[src/rtl/pipe_stage_reg.sv]
// Inter-stage pipeline register driven by a ctrl stall vector: bubble, advance, hold, flush.
// Define PIPE_STAGE_STATS_EN to add the bubble_cnt / hold_total statistics outputs.
module pipe_stage_reg #(
   parameter int                DATA_W  = 64,
   parameter int                SIDE_W  = 66,
   parameter int                STALL_W = 6,
   parameter int                STAGE   = 3,
   parameter logic [DATA_W-1:0] BUBBLE  = '0
) (
   input  logic               clk,
   input  logic               rst,
   input  logic [STALL_W-1:0] stall,
   input  logic               flush,
   input  logic               up_valid,
   input  logic [DATA_W-1:0]  up_data,
   input  logic [SIDE_W-1:0]  side_i,
   output logic               dn_valid,
   output logic [DATA_W-1:0]  dn_data,
   output logic [SIDE_W-1:0]  side_o,
`ifdef PIPE_STAGE_STATS_EN
   output logic [31:0]        bubble_cnt,
   output logic [31:0]        hold_total,
`endif
   output logic [7:0]         hold_cnt
);

   if (STAGE < 0 || STAGE > STALL_W - 2) begin : g_bad_stage
      $error("pipe_stage_reg: STAGE must lie in 0..STALL_W-2");
   end

   logic up_stop;
   logic dn_stop;
   logic stall_unused;
   logic do_clear;
   logic do_bubble;
   logic do_advance;
   logic do_hold;

   assign up_stop      = stall[STAGE];
   assign dn_stop      = stall[STAGE+1];
   assign stall_unused = ^stall;

   // Exactly one of the four actions is taken per edge; the illegal
   // up_stop=0/dn_stop=1 pattern falls into advance.
   always_comb begin
      do_clear   = rst | flush;
      do_bubble  = !do_clear && up_stop && !dn_stop;
      do_advance = !do_clear && !up_stop;
      do_hold    = !do_clear && up_stop && dn_stop;
   end

   always_ff @(posedge clk) begin
      if (do_clear) begin
         dn_valid <= 1'b0;
         dn_data  <= BUBBLE;
         side_o   <= '0;
         hold_cnt <= 8'd0;
      end else if (do_bubble) begin
         dn_valid <= 1'b0;
         dn_data  <= BUBBLE;
         side_o   <= side_i;
         hold_cnt <= 8'd0;
      end else if (do_advance) begin
         dn_valid <= up_valid;
         dn_data  <= up_valid ? up_data : BUBBLE;
         side_o   <= '0;
         hold_cnt <= 8'd0;
      end else if (do_hold) begin
         side_o <= side_i;
         if (hold_cnt != 8'hFF) hold_cnt <= hold_cnt + 8'd1;
      end
   end

`ifdef PIPE_STAGE_STATS_EN
   // Statistics survive flush; only reset clears them.
   always_ff @(posedge clk) begin
      if (rst) begin
         bubble_cnt <= 32'd0;
         hold_total <= 32'd0;
      end else if (do_bubble) begin
         bubble_cnt <= bubble_cnt + 32'd1;
      end else if (do_hold) begin
         hold_total <= hold_total + 32'd1;
      end
   end
`endif

`ifndef SYNTHESIS
   always @(posedge clk) begin
      if (!rst && !flush) begin
         assert (!(!up_stop && dn_stop))
            else $error("pipe_stage_reg: illegal stall pattern (upstream runs, downstream stopped)");
      end
   end
`endif

endmodule

[config.mk]
export PLATFORM = sky130hd
export DESIGN_NAME = pipe_stage_reg
export DESIGN_NICKNAME = d
export VERILOG_FILES = /design/src/rtl/pipe_stage_reg.sv
export SDC_FILE = /design/constraint.sdc
export NUM_CORES = 1
export LEC_CHECK = 0
export ABC_AREA = 1
export CAP_MARGIN = 10
export CORE_AREA = 2 2 110 112
export DETAILED_ROUTE_END_ITERATION = 8
export DIE_AREA = 0 0 112 114
export GPL_ROUTABILITY_DRIVEN = 0
export GPL_TIMING_DRIVEN = 0
export HOLD_SLACK_MARGIN = 0.02
export PLACE_DENSITY = 0.88
export RECOVER_POWER = 50
export SLEW_MARGIN = 5
export SYNTH_ARGS = -nofsm -noshare
export SYNTH_HDL_FRONTEND = slang
export SYNTH_SLANG_ARGS = --single-unit
[constraint.sdc]
create_clock -name clk -period 3.3 [get_ports clk]
set_input_delay 0.99 -clock clk [delete_from_list [all_inputs] [get_ports clk]]
set_output_delay 0.99 -clock clk [all_outputs]
set_load 0.05 [all_outputs]
Word level (Yosys, flattened, before mapping)
Index checks and enable logic that the tools add are counted.
W data, S select, Z words.
{"block": "totals", "register_bits": 139, "input_bits": 140, "word_cells": 22}
{"block": "classes", "reduce_logical": 11, "n_bitwise": 1, "addsub": 1, "mux": 4, "eq_ne": 1}
{"cell": "$mux W66", "n": 3}
{"cell": "$mux W64", "n": 1}
{"cell": "$add A8 B1 Y8 const B", "n": 1}
{"cell": "$ne A8 B8 Y1 const B", "n": 1}
{"cell": "$logic_and A1 B1 Y1", "n": 4}
{"cell": "$logic_not A1 Y1", "n": 3}
{"cell": "$reduce_bool A3 Y1", "n": 1}
{"cell": "$reduce_or A3 Y1", "n": 1}
{"cell": "$reduce_and A2 Y1", "n": 1}
{"cell": "$reduce_or A2 Y1", "n": 1}
{"cell": "$or A1 B1 Y1", "n": 1}

Logic depth before layout (Yosys ltp)
Gate-level depths: netlist (run 1).
{"block": "logic_depth", "word_depth": 7, "depth_mapped": 7}

Worst setup path before layout (run 1)
Ideal clock, no wire load.
{"block": "synth_timing", "path_kind": "input -> register", "from": "input flush", "to": "register dn_data[0]", "arrival_ps": 1628, "required_ps": 3180, "setup_ps": 120, "setup_slack_ps": 1552, "cell_stages": 6, "path_cell_list": "nor2_4 -> nand2_4 -> buf_6 -> buf_2 -> nand2_1 -> a21oi_1"}
{"block": "synth_between", "elab_chain_len": 5, "word_cells_on_any_way": 6, "classes_between": "1 x bitwise; 5 x reduce/logical"}
{"item": "start: declaration", "line": "13", "rtl": "input logic flush,"}
{"item": "$or A1 B1 Y1 *", "line": "46", "rtl": "do_clear = rst | flush;"}
{"item": "$logic_not A1 Y1", "line": "47, 48"}
{"item": "$logic_and A1 B1 Y1 (2 in series)", "line": "47", "rtl": "do_bubble = !do_clear && up_stop && !dn_stop;"}
{"item": "$reduce_or A2 Y1 (no source line)"}
{"item": "end signal: assignment", "line": "65", "rtl": "dn_data <= up_valid ? up_data : BUBBLE;"}
{"item": "end: declaration", "line": "18", "rtl": "output logic [DATA_W-1:0] dn_data,"}
Every way passes the cells marked *; elsewhere a longest branch is shown, timed or not.
A chain may end at the register's enable or synchronous reset.

Worst setup path after layout (run 1)
{"block": "layout_timing", "from": "input flush", "to": "register dn_data[8]"}
The elaborated chain is that of the path after synthesis.

==> flow_summary.toml, run 1 <==
[cts]
cts.htree.levels = 4
cts_root_buf = "clkbuf_16"
cts_resized = 0
insertion_delay_ps = 420
clockBufferDepth = 2
cts_hold_buf = 0
numCtsBuffers = 17
cts_tree = "yes"
cts_sinks = 139
cts_post_setup_buffers_inserted = 0
path_clk_slew_ps = 60

[sta]
fin_crit_sh_pct = 85.61
fin_tns_setup_ps = 0
hold_violations = 0
rsz0062_at_grt = "false"
max_clock_freq_mhz = 354.0
skew_ps = 1.537
setup_violations = 0
min_period_ps = 2825
slew_headroom_pct = 33.85
layout_setup_ws_ps = 474.7
drv_slew = 0
tightestPinTransition_ps = 988.7

[synth]
syn_avg_cell_area_um2 = 8.214
syn_area_um2 = 4567
yosysSeqAreaShare_pct = 60.93
yosys_warnings = 0
synth_cell_types = 16
synth.ff_latch_count = 139
synthCells = 556
synth.net_count = 697

[power]
switching_power_uw = 893.0
power_mw = 4.051
leakage_nw = 3.237
seqPwrFrac_pct = 42.3
combPwrFrac_pct = 10.0
p_int_mw = 3.158
switching_share_pct = 22.04
p_clk_share_pct = 47.7
ir_worst_vdd_mv = 0.3797
pwr_density_cell_nw_per_um2 = 502.5

[placed_design]
dp_hpwl_um = 10770
port_buffers = 274
pre_cts_ws_ps = 738.3

[global_routing]
grt_pass1_wl_um = 22150
grt_pass1_vias = 4444
grt_antenna_before_repair = 0
grt_usage_pct = 22.70
grt_max_degree = 17
grt_overflow = 0

[worst_setup_path]
worst-path-max-fanout = 10
critPathLaunchType = "input pin"
required_ps = 3640
path_class = "input pin to register"
crit_chain = "dlygate4sd3_1 -> nor2_1 -> nand2_4 -> nor2_1 -> buf_6 -> nand2_1 -> a21oi_1"
cp-end-kind = "register"
cpMaxStageDelayCell = "nor2_1"
crit_path_frequent_cell = "nor2_1"
critPathMaxStageDelay_ps = 760
critical_path_arrival_ps = 3170

[layout]
nets = 990
diodes = 0
drive_gt1_share_pct = 5.452
area_growth_pct = 76.52

[floorplan]
row_count = 40
io_pins = 279
die_h_um = 114
start_util_pct = 39.00
die_w_um = 112
core_um2 = 11710
dieArea_um2 = 12770

[route]
drtIter0Drc = 214
wl_per_cell_um = 14.35
via_per_inst = 4.439
wl_um = 14480
post-route-drc-count = 0
dr.pass1.iters = 6
vias = 4479
postRouteAntennaNets = 0

[worst_hold_path]
hold_path_class = "register to register"

[outcome]
status = "completed"

[job]
drv_cap = 0
stage by stage:
step           cell area, um^2  utilization, %  hold WS [ps]  std cells
3_5_place_dp              7493           63.99         452.9        977
4_1_cts                   8092           69.09         461.7       1009
6_report                  8061           68.84         461.5       1009
5_1_grt                   8061           68.84         479.0       1009
2_1_floorplan             4567               -         684.6        556
3_3_place_gp              7493           63.99         441.4        977
critical path: cells and delay by family:
kind | cells | cell delay (ps)
AO/OA/AOI/OAI | 1 | 140
buffers and inverters | 2 | 770
AND/OR/NAND/NOR | 4 | 1250
final timing paths:
path / depth (start not counted) / slack (ps) / from / end
hold reg to reg: 2 / 460 / dn_data[39] / dn_data[39]
setup reg to reg: 6 / 1840 / hold_cnt[0] / hold_cnt[1]
setup / recovery: 7 / 470 / flush / dn_data[8]
hold / removal: 2 / 460 / dn_data[39] / dn_data[39]
cell usage in the layout (no fill, tap or decap), types with 8 or more instances in the layout:
cell / instances
inv_1: 78
clkbuf_16: 17
nand3_1: 8
clkdlybuf4s50_1: 273
buf_2: 11
dfxtp_1: 139
nand2_1: 148
clkbuf_1: 13
a21oi_1: 68
nor2_1: 83
power by group through the flow:
stage                     sequential (mW)  combinational (mW)  clock (mW)
final                                1.71               0.405        1.93
after global placement               1.75               0.403           0
after global routing                 1.72               0.430        2.04
after CTS                            1.71               0.411        1.96
after detailed placement             1.75               0.408           0
after floorplan                      1.85              0.0742           0
sequential cells by signal, indices dropped and copies added, names as in the netlist:
register,flops
dn_data,64
dn_valid,1
hold_cnt,8
side_o,66
per-layer routing:
layer | vias up | GRT usage, % | wire length (um)
met5 | - | 0 | 0
met4 | 0 | 10.98 | 412
met3 | 32 | 9.989 | 1446
met2 | 195 | 41.45 | 7527
met1 | 1992 | 21.95 | 5093
li1 | 2260 | - | -
synth_stat cells:
| cell type | n | area [um^2] |
|---|---|---|
| nor2_4 | 1 | 11.26 |
| buf_2 | 16 | 80.08 |
| nor2_1 | 81 | 304.0 |
| o21ai_0 | 2 | 10.01 |
| buf_6 | 7 | 78.83 |
| a21oi_1 | 68 | 340.3 |
| nor2_8 | 1 | 20.02 |
| o21ai_2 | 1 | 8.760 |
| inv_1 | 78 | 292.8 |
| nand2_1 | 148 | 555.5 |
| clkbuf_1 | 3 | 11.26 |
| nand3_1 | 8 | 40.04 |
| ha_1 | 1 | 12.51 |
| dfxtp_1 | 139 | 2783 |
| nand2_4 | 1 | 11.26 |
| o21bai_1 | 1 | 7.510 |
final cells by class:
type | instances | area [um^2]
Timing Repair Buffer | 274 | 2743
Tap cell | 147 | 183.9
Buffer | 26 | 163.9
Multi-Input combinational cell | 313 | 1297
Clock buffer | 25 | 485.5
Clock inverter | 7 | 112.6
Fill cell | 879 | 3650
Sequential cell | 139 | 2783
Inverter | 78 | 292.8
logic make-up (layout without fill, tap and decap cells):
kind of cell	count (synthesis)	count (layout)	synth area share (%)
adders and majority gates	1	1	0.2739
buffers and inverters	104	410	10.14
and+or+nand+nor	240	240	20.63
AOI/OAI and AO/OA	72	72	8.028
DFF	139	139	60.93
No activity file was read; power rests on OpenSTA's default activity.
==> run 2, diff against run 1 <==
CORE_AREA = 2 2 155 97   (was 2 2 110 112)
DIE_AREA = 0 0 157 99   (was 0 0 112 114)
PLACE_DENSITY = 0.77   (was 0.88)
clock period = 2.42 ns   (was 3.3 ns; I/O delays follow)
==> run 2 against run 1 <==
  * Worst setup slack got worse by 390 ps
  * Critical path type is now register to primary output
  * Clock-buffer cell count decreased by 8
  * Highest routed layer unchanged
  * Combinational power increased by 36%
  * Core utilization decreased by 11 points
  * Critical endpoint is now dn_data[49]
==> flow_summary.toml, run 2 (synthesized netlist as in run 1, its figures left out) <==
[global_routing]
grt_pass1_wl_um = 21880
grt_pass1_vias = 4414
grt_antenna_before_repair = 0
grt_usage_pct = 18.32
grt_max_degree = 17
grt_overflow = 0

[layout]
top_register = "side_o"
finalNonFillerCells = 1059
fillerInstances = 1273
drive_gt1_share_pct = 5.807
diodes = 0
largest_reg_flops = 66
mostFrequentLayoutCells = "clkdlybuf4s50_1 (267), nand2_1 (149), dfxtp_1 (139)"
area_growth_pct = 77.45
final_common_cell = "clkdlybuf4s50_1"
nets = 990
top_regs = "side_o x66, dn_data x64, hold_cnt x8"

[route]
post-route-drc-count = 0
dr.pass1.iters = 4
postRouteAntennaNets = 0
vias = 4407
wl_um = 14260
drtIter0Drc = 149
via_per_inst = 4.161
wl_per_cell_um = 13.47

[power]
leakage_nw = 3.311
pwr_density_cell_nw_per_um2 = 676.4
ir_worst_vdd_mv = 0.4139

[sta]
rsz0062_at_grt = "false"
hold_violations = 0
layout_setup_ws_ps = 85.05
max_clock_freq_mhz = 428.3
skew_ps = 7.340
fin_tns_setup_ps = 0
setup_violations = 0
tightestPinTransition_ps = 623.7
fin_crit_sh_pct = 96.49
min_period_ps = 2335
slew_headroom_pct = 58.60
drv_slew = 0

[placed_design]
dp.cells = 1028
port_buffers = 274
pre_cts_ws_ps = 30.08
dp_hpwl_um = 10970

[worst_setup_path]
cp-end-kind = "primary output"
critical_path.top_delay_family = "buffers and inverters"
worst-path-max-fanout = 2
critical_path_arrival_ps = 1610
cpMaxStageDelayCell = "clkdlybuf4s50_1"
crit_buf_inv = 1
critPathLaunchType = "register"
worst-path-stages = 1
required_ps = 1690
critPathMaxStageDelay_ps = 870
reg2reg_depth = 6
path_class = "register to primary output"
crit_chain = "clkdlybuf4s50_1"

[cts]
cts_tree = "yes"
cts_root_buf = "clkbuf_16"
path_clk_slew_ps = 60
clockBufferDepth = 2
cts_post_setup_buffers_inserted = 0
cts.htree.levels = 4
numCtsBuffers = 17
cts_hold_buf = 0
cts_sinks = 139
insertion_delay_ps = 400

[floorplan]
row_count = 34
io_pins = 279
dieArea_um2 = 15540
start_util_pct = 32.43
die_w_um = 157
die_h_um = 99
core_um2 = 14080

[worst_hold_path]
holdPathStages = 2
hold_path_class = "register to register"

[outcome]
status = "completed"

[job]
drv_cap = 0
==> run 2: changes by cell type in the layout (fill, tap and decap cells not counted), sizes merged, moves of 4 or more <==
cell           delta
dlymetal6s2s      +4
inv               +7
clkdlybuf4s50     -6
buf               -8
==> run 2: through the flow <==
stage | total power, mW | utilization (%) | hold WS, ps | instance area (um^2)
final | 5.481 | 57.55 | 463.1 | 8104
after global routing | 5.694 | 57.55 | 482.2 | 8104
after CTS | 5.558 | 57.82 | 465.0 | 8142
after detailed placement | 2.947 | 53.67 | 455.7 | 7557
after global placement | 2.942 | 53.67 | 448.5 | 7557
after floorplan | 2.618 | - | 684.6 | 4567
==> run 2: report_power, final <==
group / leakage, nW / switching [mW] / total (mW) / internal [mW]
Sequential: 1.13 / 0.0111 / 2.34 / 2.32
Clock: 0.285 / 1.06 / 2.60 / 1.54
Combinational: 1.90 / 0.269 / 0.550 / 0.281
Total: 3.31 / 1.34 / 5.48 / 4.15
==> run 2: path summary, 6_finish.rpt <==
path | to | slack (ps) | startpoint
worst max-delay path | dn_data[49] | 90 | dn_data[49]
worst min-delay path | dn_data[11] | 460 | dn_data[11]
worst max register to register | hold_cnt[1] | 950 | hold_cnt[1]
worst min register to register | dn_data[11] | 460 | dn_data[11]
==> run 2: routing by layer <==
| metal | up-vias | routed length (um) | global-route usage (%) |
|---|---|---|---|
| li1 | 2253 | - | - |
| met1 | 1971 | 5657 | 18.95 |
| met2 | 177 | 6802 | 32.62 |
| met3 | 6 | 1737 | 10.29 |
| met4 | 0 | 65 | 3.740 |
| met5 | - | 0 | 0 |
==> run 2: tightest hold or removal path: stages, from the launching register on <==
cell and delay (ps):
dfxtp_1 300, nand2_1 60, a21oi_1 60
==> run 2: repair_timing <==
item / 4_1_cts / 5_1_grt
cloned: 0 / 0
endpoints found under the setup margin: 1 / 5
resized for setup: 1 / 5
==> run 2: area by class of cell <==
cell class / instances / area, um^2 / area share [%]
plain buffers: 26 / 143.9 / 1.776
clock buffers: 17 / 425.4 / 5.249
repair buffers: 274 / 2745 / 33.87
multi-input cells: 313 / 1306 / 16.12
well taps: 198 / 247.7 / 3.057
clock inverters: 14 / 160.2 / 1.976
flip-flops and latches: 139 / 2783 / 34.34
inverters: 78 / 292.8 / 3.613
